$ cat config.mk
export PLATFORM = sky130hd
export DESIGN_NAME = branch_resolve_unit
export DESIGN_NICKNAME = d
export VERILOG_FILES = /design/src/rtl/branch_pkg.sv /design/src/rtl/branch_cond.sv /design/src/rtl/branch_resolve_unit.sv
export SDC_FILE = /design/constraint.sdc
export NUM_CORES = 1
export LEC_CHECK = 0
export CELL_PAD_IN_SITES_DETAIL_PLACEMENT = 1
export CELL_PAD_IN_SITES_GLOBAL_PLACEMENT = 1
export CORE_MARGIN = 5
export CORE_UTILIZATION = 33
export DETAILED_ROUTE_END_ITERATION = 8
export GPL_ROUTABILITY_DRIVEN = 0
export PLACE_DENSITY_LB_ADDON = 0.1
export SYNTH_ARGS = -nofsm -noshare
export SYNTH_HDL_FRONTEND = slang
export SYNTH_HIERARCHICAL = 1
export SYNTH_SLANG_ARGS = --single-unit
$ cat constraint.sdc
create_clock -name clk -period 4 [get_ports clk]
set_input_delay 1 -clock clk [delete_from_list [all_inputs] [get_ports clk]]
set_output_delay 1 -clock clk [all_outputs]
set_load 0.005 [all_outputs]
$ cat src/rtl/branch_pkg.sv
// Shared definitions for the miniRISC branch-resolution stage:
// branch opcodes, flag bit positions and the resolve FSM state type.
package branch_pkg;

  localparam logic [5:0] OP_BLTZ = 6'b000111;
  localparam logic [5:0] OP_BZ   = 6'b001000;
  localparam logic [5:0] OP_BNZ  = 6'b001001;
  localparam logic [5:0] OP_BR   = 6'b001010;
  localparam logic [5:0] OP_B    = 6'b001011;
  localparam logic [5:0] OP_BL   = 6'b001100;
  localparam logic [5:0] OP_BCY  = 6'b001101;
  localparam logic [5:0] OP_BNCY = 6'b001110;

  localparam int FLAG_SIGN  = 2;
  localparam int FLAG_CARRY = 1;
  localparam int FLAG_ZERO  = 0;

  typedef enum logic {IDLE, FLUSH} state_t;

endpackage

$ cat src/rtl/branch_cond.sv
// Combinational branch condition evaluator: (opcode, S, C, Z) -> taken.
// is_branch flags opcodes that belong to the branch group at all.
module branch_cond
  import branch_pkg::*;
(
  input  logic [5:0] opcode,
  input  logic       s,
  input  logic       c,
  input  logic       z,
  output logic       taken,
  output logic       is_branch
);

  always_comb begin
    taken     = 1'b0;
    is_branch = 1'b1;
    case (opcode)
      OP_BLTZ: taken = s & ~z;
      OP_BZ:   taken = ~s & z;
      OP_BNZ:  taken = ~z;
      OP_BR:   taken = 1'b1;
      OP_B:    taken = 1'b1;
      OP_BL:   taken = 1'b1;
      OP_BCY:  taken = c;
      OP_BNCY: taken = ~c;
      default: is_branch = 1'b0;
    endcase
  end

endmodule

$ cat src/rtl/branch_resolve_unit.sv
// Registered branch resolution: flag register, condition check, redirect/link
// pulse and a FLUSH_CYCLES-long flush window. BRANCH_STATS_EN adds counters.
module branch_resolve_unit
  import branch_pkg::*;
#(
  parameter int ADDR_W       = 32,
  parameter int DATA_W       = 32,
  parameter int PC_INC       = 4,
  parameter int FLUSH_CYCLES = 2
) (
  input  logic              clk,
  input  logic              rst,
  input  logic              flag_we,
  input  logic              sign_in,
  input  logic              carry_in,
  input  logic              zero_in,
  input  logic              br_valid,
  input  logic [5:0]        opcode,
  input  logic [ADDR_W-1:0] pc,
  input  logic [ADDR_W-1:0] offset,
  input  logic [DATA_W-1:0] rs_val,
  output logic              busy,
  output logic              redirect,
  output logic [ADDR_W-1:0] target,
  output logic              flush,
  output logic              link_we,
  output logic [ADDR_W-1:0] link_addr,
  output logic [2:0]        flags
`ifdef BRANCH_STATS_EN
  ,
  output logic [31:0]       stat_resolved,
  output logic [31:0]       stat_taken
`endif
);

  localparam int CNT_W = (FLUSH_CYCLES > 1) ? $clog2(FLUSH_CYCLES) : 1;

  state_t             r_state, w_state_nxt;
  logic [CNT_W-1:0]   r_cnt, w_cnt_nxt;
  logic [2:0]         r_flags;
  logic               r_redirect, r_link_we;
  logic [ADDR_W-1:0]  r_target, r_link_addr;

  logic [2:0]         w_eff;
  logic               w_taken, w_is_branch, w_accept, w_take, w_is_bl;
  logic [ADDR_W-1:0]  w_target;

  // Same-cycle flag write is bypassed into the condition check.
  assign w_eff = flag_we ? {sign_in, carry_in, zero_in} : r_flags;

  branch_cond u_cond (
    .opcode    (opcode),
    .s         (w_eff[FLAG_SIGN]),
    .c         (w_eff[FLAG_CARRY]),
    .z         (w_eff[FLAG_ZERO]),
    .taken     (w_taken),
    .is_branch (w_is_branch)
  );

  assign w_accept = br_valid & (r_state == IDLE);
  assign w_take   = w_accept & w_taken;
  assign w_is_bl  = (opcode == OP_BL);
  assign w_target = (opcode == OP_BR) ? rs_val[ADDR_W-1:0] : pc + offset;

  always_comb begin
    w_state_nxt = r_state;
    w_cnt_nxt   = r_cnt;
    case (r_state)
      IDLE: if (w_take) begin
        w_state_nxt = FLUSH;
        w_cnt_nxt   = CNT_W'(FLUSH_CYCLES - 1);
      end
      FLUSH: begin
        if (r_cnt == '0) w_state_nxt = IDLE;
        else             w_cnt_nxt   = r_cnt - 1'b1;
      end
      default: w_state_nxt = IDLE;
    endcase
  end

  always_ff @(posedge clk) begin
    if (rst) begin
      r_state     <= IDLE;
      r_cnt       <= '0;
      r_flags     <= '0;
      r_redirect  <= 1'b0;
      r_link_we   <= 1'b0;
      r_target    <= '0;
      r_link_addr <= '0;
    end else begin
      r_state    <= w_state_nxt;
      r_cnt      <= w_cnt_nxt;
      r_redirect <= w_take;
      r_link_we  <= w_take & w_is_bl;
      if (flag_we)           r_flags     <= {sign_in, carry_in, zero_in};
      if (w_take)            r_target    <= w_target;
      if (w_take & w_is_bl)  r_link_addr <= pc + ADDR_W'(PC_INC);
    end
  end

  assign busy      = (r_state == FLUSH);
  assign flush     = (r_state == FLUSH);
  assign redirect  = r_redirect;
  assign link_we   = r_link_we;
  assign target    = r_target;
  assign link_addr = r_link_addr;
  assign flags     = r_flags;

`ifdef BRANCH_STATS_EN
  logic [31:0] r_stat_res, r_stat_tak;

  // Saturating event counters.
  always_ff @(posedge clk) begin
    if (rst) begin
      r_stat_res <= '0;
      r_stat_tak <= '0;
    end else begin
      if (w_accept & w_is_branch & ~&r_stat_res) r_stat_res <= r_stat_res + 1'b1;
      if (w_take & ~&r_stat_tak)                 r_stat_tak <= r_stat_tak + 1'b1;
    end
  end

  assign stat_resolved = r_stat_res;
  assign stat_taken    = r_stat_tak;
`endif

endmodule

Word-level counts from Yosys, hierarchy flattened

Cells that the tools add are included.

Flip-flop bits (word level): 71
Output and inout port bits: 71
Logic and storage cells: 38

Add/sub/neg operators: 3
Equality and inequality tests: 9
Multiplexer cells: 9
Bitwise gates (word level): 9
Reduce and logical (&&, ||, !) cells: 1

Operator list:

| operator                                                        | number |
|---|---|
| 6-bit by 4-bit == test with 1-bit output, second input constant | 7 |
| 32-bit by 3-bit adder with 32-bit output, second input constant | 1 |
| 32-bit adder                                                    | 1 |
| 32-bit 2-to-1 mux                                               | 1 |
| 6-bit by 3-bit == test with 1-bit output, second input constant | 1 |
| 1-bit one-hot mux with 6 select lines                           | 1 |
| 1-bit AND                                                       | 5 |
| 1-bit 2-to-1 mux                                                | 4 |
| 1-bit inverter                                                  | 4 |
| 1-bit one-hot mux with 2 select lines                           | 2 |
| 3-bit 2-to-1 mux                                                | 1 |
| 3-bit OR reduction                                              | 1 |
| 2-bit inequality test, second input constant                    | 1 |
| 1-bit subtractor, second input constant                         | 1 |

Longest topological paths before layout

Gate-level depths: netlist of run 1.

Word-level depth: 7
Gate-level depth with buffers: 12
Mapped depth without buffers: 11

Modules after synthesis

Netlist of run 1, hierarchy kept.

By module, submodules not included:

| module              | times used | cells each | area an instance (µm²) | seq. area each (µm²) |
|---|---|---|---|---|
| branch_resolve_unit | 1          | 657        | 5,034.8                | 1,421.4 |
| branch_cond         | 1          | 15         | 107.6                  | 0.0 |

Worst setup path before layout of run 1

OpenSTA, ideal clock, no wires.

Path kind: input-to-reg
From: in flag_we
To: reg r_link_addr[11] (netlist: link_addr[11])
Setup time: 0.086 ns
Data arrival time: 3.130 ns
Data required time: 3.914 ns
Setup slack: 0.784 ns
Stages: 11
Path through: mux2_2 > nor3b_1 > o21a_1 > o21ai_1 > nand2_1 > nor2_1 > and4b_1 > clkbuf_1 > clkbuf_1 > nor2_1 > a211oi_1

Longest elaborated chain between the ends: 6
Elaborated cells on any way between the ends: 9
Those cells by class: mux (2); bitwise (7)

RTL lines:

| item                                      | line                                                    | source |
|---|---|---|
| start, declared                           | branch_resolve_unit.sv:13                               | `input logic flag_we,` |
| 3-bit 2-to-1 mux (*)                      | --                                                      |  |
| 1-bit inverter, on equally long branches  | branch_cond.sv:19, branch_cond.sv:18, branch_cond.sv:20 |  |
| 1-bit AND, on equally long branches       | branch_cond.sv:19, branch_cond.sv:18                    |  |
| 1-bit one-hot mux with 6 select lines (*) | branch_cond.sv:17                                       | `case (opcode)` |
| named net w_taken                         | branch_resolve_unit.sv:45                               | `logic w_taken, w_is_branch, w_accept, w_take, w_is_bl;` |
| 1-bit AND (*)                             | branch_resolve_unit.sv:61                               | `assign w_take = w_accept & w_taken;` |
| 1-bit AND (*)                             | branch_resolve_unit.sv:97                               | `if (w_take & w_is_bl) r_link_addr <= pc + ADDR_W'(PC_INC);` |
| end signal, assigned                      | branch_resolve_unit.sv:97                               |  |
| end, declared                             | branch_resolve_unit.sv:42                               | `logic [ADDR_W-1:0] r_target, r_link_addr;` |

Mark *: on every way through the listed nets, which the timed path passes. The rest lies on a longest branch.
A chain may end at the register's enable or synchronous reset.

Worst setup path in the final report of run 1

From: in pc[0]
To: reg r_target[28] (netlist: target[28])

Longest elaborated chain between the ends: 2

RTL lines:

| item                 | line                      | source |
|---|---|---|
| start, declared      | branch_resolve_unit.sv:19 | `input logic [ADDR_W-1:0] pc,` |
| 32-bit adder         | branch_resolve_unit.sv:63 | `assign w_target = (opcode == OP_BR) ? rs_val[ADDR_W-1:0] : pc + offset;` |
| 32-bit 2-to-1 mux    | branch_resolve_unit.sv:63 |  |
| end signal, assigned | branch_resolve_unit.sv:96 | `if (w_take) r_target <= w_target;` |
| end, declared        | branch_resolve_unit.sv:42 |  |

No other way between the ends.

==> results of run 1 <==
registers in the layout, indices dropped and copies added, names as in the netlist:
name / cells
link_addr: 32
busy: 1
target: 32
flags: 3
link_we: 1
r_cnt: 1
redirect: 1
layout make-up:
class / instances / area, sq um / area share [%]
sequential: 71 / 1420 / 19.2
clock inverter: 6 / 61.3 / 0.828
inverter: 5 / 18.8 / 0.253
multi-input combinational: 557 / 3530 / 47.7
timing repair buffer: 193 / 1900 / 25.7
clock buffer: 10 / 229 / 3.09
tap: 188 / 235 / 3.18
path summary, 6_finish.rpt:
path / startpoint / to / slack [ps] / cells past startpoint
worst max-delay path: pc[0] / target[28]$_SDFFE_PP0P_ / 430 / 11
worst min-delay path: r_cnt$_SDFFE_PP0P_ / busy$_SDFF_PP0_ / 470 / 2
worst max register to register: flags[0]$_SDFF_PP0_ / target[24]$_SDFFE_PP0P_ / 1500 / 10
worst min register to register: r_cnt$_SDFFE_PP0P_ / busy$_SDFF_PP0_ / 470 / 2
layer usage:
metal	vias to the layer above	global-route usage, %
met2	118	37.5
met1	2663	22.9
met3	25	5.37
met5	-	0
met4	0	6.05
li1	2783	-
power breakdown:
group	total, mW	switching (mW)	internal (mW)	leakage, nW
sequential	0.727	0.00708	0.720	0.574
clock	0.808	0.327	0.481	0.142
combinational	0.568	0.295	0.273	2.00
total	2.10	0.629	1.47	2.72
layout by cell type (no fill, tap or decap), types with 9 or more instances in the layout:
cell,count
a211oi_1,43
a21o_1,21
a21oi_1,43
a311oi_1,15
buf_4,13
clkbuf_16,9
clkdlybuf4s50_1,178
dfxtp_1,71
ha_1,32
nand2_1,78
nand3_1,36
nor2_1,92
nor3_1,11
o21ai_0,26
xnor2_1,18
xor2_1,27
critical path, cell delays in order:
cell	delay (ps)
clkdlybuf4s50_1	430
ha_1	240
fa_1	420
a21oi_1	210
nand4b_1	220
a211oi_1	120
o311ai_1	290
nand3_1	230
a211oi_1	320
mux2i_1	230
a21oi_1	80
metrics by stage:
step                utilization [%]  cell area [sq um]  setup slack [ps]  hold slack (ps)
CTS                            48.7               7400               445              475
finish                         48.7               7400               434              468
detailed placement             46.8               7110              98.8              456
global route                   48.7               7400               253              488
floorplan                         -               5130               784              436
global placement               46.8               7110               150              451
==> run metrics, run 1 <==
status complete, no violations; total number of vias 5589; metal1 wirelength approximately 7800 microns; cell count after placement 1014; Peak VDD IR 225 uV; worst-path maximum fanout 4; met2 WL between 9000 and 10000 microns; Clock transition at path regs 60 ps; average routed wire per standard cell 18.3 microns; initial antenna violation count 0; setup TNS 0 ps; Mapped Nets 812; TritonCTS clock tree done; first-pass GRT wire length a little over 30000 microns; # fillers approximately 1800; Ys Warns 6; routed wl met3 about 980 microns; number of global-route vias before repair just under 6000; Max-slew headroom between 50 and 60%; clock root cell clkbuf_16; RSZ-0062 raised after global routing false; Static Leak approximately 2.7 nW; die area between 0.015 and 0.02 sq mm; HP Class reg -> reg; Clk Latency, worst-skew pair approximately 340 ps; cts repair resizes 0; critical path arrival about 3800 ps; final worst-path cycle share about nine tenths; Fin Clk Skew 5.71 ps; Nets roughly 980; overall power between 2 and 2.5 mW; I/O Buffers roughly 180; min cycle time layout 3570 ps; max-slew violations 0; Core Box Area between 0.015 and 0.02 sq mm; drt pass-1 iters 4; post-route ant nets 0; htree depth 3; gr usage total 20.4%; CP required ~4200 ps; Critical Path End Type flip-flop; Boundary Pins between 150 and 200; largest net degree at the start of global routing 61; clk sinks 71; DRT iter0 DRCs approximately 130; DRC viols 0; Final Non-Filler Cells slightly above 1000; startpoint types input port; final setup fails 0; final hold violations 0; reported max-cap violation count 0; Clock Tree Buf Depth 2; highest routed layer met4; Worst Tran Pin Value between 700 and 800 ps; Avg Cell Area, Syn about 7.7 sq um; WS Path Type in -> reg; row cnt 45; WL final ~19000 microns; Post-CTS Repair Setup Buffers 0; Syn Inst Count 670; fmax 280 MHz; n_diodes 0; Initial Util 33.7%; power per cell area ~280 mW/mm^2; Netlist Area Pre-Place between 0.005 and 0.006 sq mm; layout cells sized above 1 between 6 and 7%; TritonCTS Buffers 9; via/cell ratio 5.43; CTS Hold Bufs 0; hpwl dp approximately 15000 microns; GRT overflow 0; Synth-to-Final Area Change 44.4%; Die Height ~130 microns; Die X 135 microns
(Power assumes the default switching activity.)
==> inputs of run 2 (changes only) <==
- CELL_PAD_IN_SITES_DETAIL_PLACEMENT: 1 -> 2
- CELL_PAD_IN_SITES_GLOBAL_PLACEMENT: 1 -> 2
- CORE_UTILIZATION: 33 -> 25
==> run 2 against run 1 <==
  * Clock skew is 2.5 ps higher
  * Via count is 2.9% higher
  * Critical path type unchanged
  * Die area is 29% higher
  * Clock-buffer cell count is 4 higher
  * Worst setup slack worse by 45 ps
==> run metrics, run 2 (synthesis results as in run 1) <==
area of placed instances 0.00731 sq mm (+2.8%); HP Class reg -> reg; overall power 2.19 mW (+4.4%); htree depth 3 (unchanged); total number of vias 5750 (+2.9%); fmax 277 MHz (-1.3%); WS Path Type in -> reg; Max-slew headroom 50.1% (-0.75 points); DRT iter0 DRCs 149 (+16%); RSZ-0062 raised after global routing false; Die X 153 microns (+14%); startpoint types input port; worst-path maximum fanout 4 (unchanged); first-pass GRT wire length 35100 microns (+16%); Post-CTS Repair Setup Buffers 0 (unchanged); WL final 21900 microns (+16%); clk sinks 71 (unchanged); clock root cell clkbuf_16; status complete, no violations; CP max stage cell clkdlybuf4s50_1; TritonCTS clock tree done; worst path cell trace clkdlybuf4s50_1 -> ha_1 -> fa_1 -> a21oi_1 -> nand4b_1 -> a211oi_1 -> o311ai_1 -> nand3_1 -> a211oi_1 -> mux2i_1 -> a21oi_1; Synth-to-Final Area Change 48.6%; Initial Util 25.3% (-8.4 points); n_diodes 0 (unchanged); Design Area, Final 0.00762 sq mm (+3.0%); Critical Path End Type flip-flop; power per cell area 288 mW/mm^2 (+1.4%); Clk Latency, worst-skew pair 350 ps (about the same); post-route ant nets 0 (unchanged); met2 WL 11800 microns (+21%); Clock Tree Buf Depth 2 (unchanged); Core Box Area 0.0202 sq mm (+33%); cts repair resizes 0 (unchanged); most frequent cells in the layout clkdlybuf4s50_1 (178), nor2_1 (92), nand2_1 (78); Nets 990 (+1.1%); layout cells sized above 1 7.15% (+1.1 points); setup TNS 0 ps (unchanged); die area 0.0235 sq mm (+29%); Final WS setup 388 ps (-45.3 ps); Clock transition at path regs 60 ps (about the same); via/cell ratio 5.12 (-5.6%); Boundary Pins 180 (unchanged); Peak VDD IR 202 uV (-9.8%); routed wl met3 1060 microns (+7.6%); Static Leak 2.78 nW (+2.3%); GRT overflow 0 (unchanged); largest net degree at the start of global routing 61 (unchanged); pre-CTS setup slack 28.5 ps (-70.3 ps); final worst-path cycle share 90.3% (+1.1 points); Fin Clk Skew 8.21 ps (+2.50 ps); Final Non-Filler Cells 1123 (+9.0%); Worst Tran Pin Value 749 ps (+11.3 ps); final hold violations 0 (unchanged); average routed wire per standard cell 19.5 microns (+6.4%); initial antenna violation count 0 (unchanged); number of global-route vias before repair 6401 (+7.3%); metal1 wirelength 8840 microns (+14%); CP max stage delay 430 ps (about the same); Min Hold Slack 470 ps (+2.22 ps); Die Height 153 microns (+14%); I/O Buffers 179 (unchanged); TritonCTS Buffers 9 (unchanged); max-slew violations 0 (unchanged); CTS Hold Bufs 0 (unchanged); min cycle time layout 3610 ps (+45.3 ps); drt pass-1 iters 4 (unchanged); reported max-cap violation count 0 (unchanged); row cnt 52 (+16%); DRC viols 0 (unchanged); critical path arrival 3850 ps (+50 ps); most common cell after layout, fill and taps aside clkdlybuf4s50_1; CP required 4230 ps (about the same); final setup fails 0 (unchanged); fin util 37.7% (-11 points); highest routed layer met4; cell count after placement 1107 (+9.2%); hpwl dp 17700 microns (+17%); gr usage total 18.4% (-2.0 points)
run 2: changes by cell type in the layout (fill, tap and decap cells not counted), sizes merged:
| cell | before | now |
|---|---|---|
| buf | 15 | 26 |
| clkbuf | 10 | 14 |
| clkinv | 4 | 0 |
run 2: path summary, 6_finish.rpt:
| kind | startpoint | end | slack [ps] | cells past startpoint |
|---|---|---|---|---|
| worst max-delay path | offset[0] | target[28]$_SDFFE_PP0P_ | 390 | 11 |
| worst min register to register | r_cnt$_SDFFE_PP0P_ | busy$_SDFF_PP0_ | 470 | 2 |
| worst max register to register | flags[0]$_SDFF_PP0_ | link_addr[19]$_SDFFE_PP0P_ | 1440 | 10 |
| worst min-delay path | r_cnt$_SDFFE_PP0P_ | busy$_SDFF_PP0_ | 470 | 2 |
run 2: critical path, delay by kind of cell:
| family | cells | cell delay [ps] |
|---|---|---|
| compound gates | 5 | 1020 |
| fa+ha+maj | 2 | 680 |
| simple gates | 2 | 470 |
| buf+inv | 1 | 430 |
| mux | 1 | 240 |
run 2: final cells by class:
cell class / count / area [sq um]
Timing Repair Buffer: 204 / 2000
Multi-Input combinational cell: 557 / 3530
Clock buffer: 14 / 274
Tap cell: 270 / 338
Inverter: 5 / 18.8
Sequential cell: 71 / 1420
Fill cell: 2306 / 12600
Clock inverter: 2 / 37.5
run 2: where the power goes:
part / switching, mW / leakage, nW / internal [mW] / total (mW)
logic: 0.312 / 2.06 / 0.284 / 0.596
clock network: 0.335 / 0.149 / 0.535 / 0.871
registers: 0.00747 / 0.574 / 0.720 / 0.727
run 2: per-layer routing:
layer | global-route usage (%) | vias up
li1 | - | 2802
met1 | 20.5 | 2835
met2 | 34.9 | 102
met3 | 4.89 | 11
met4 | 3.69 | 0
met5 | 0 | -
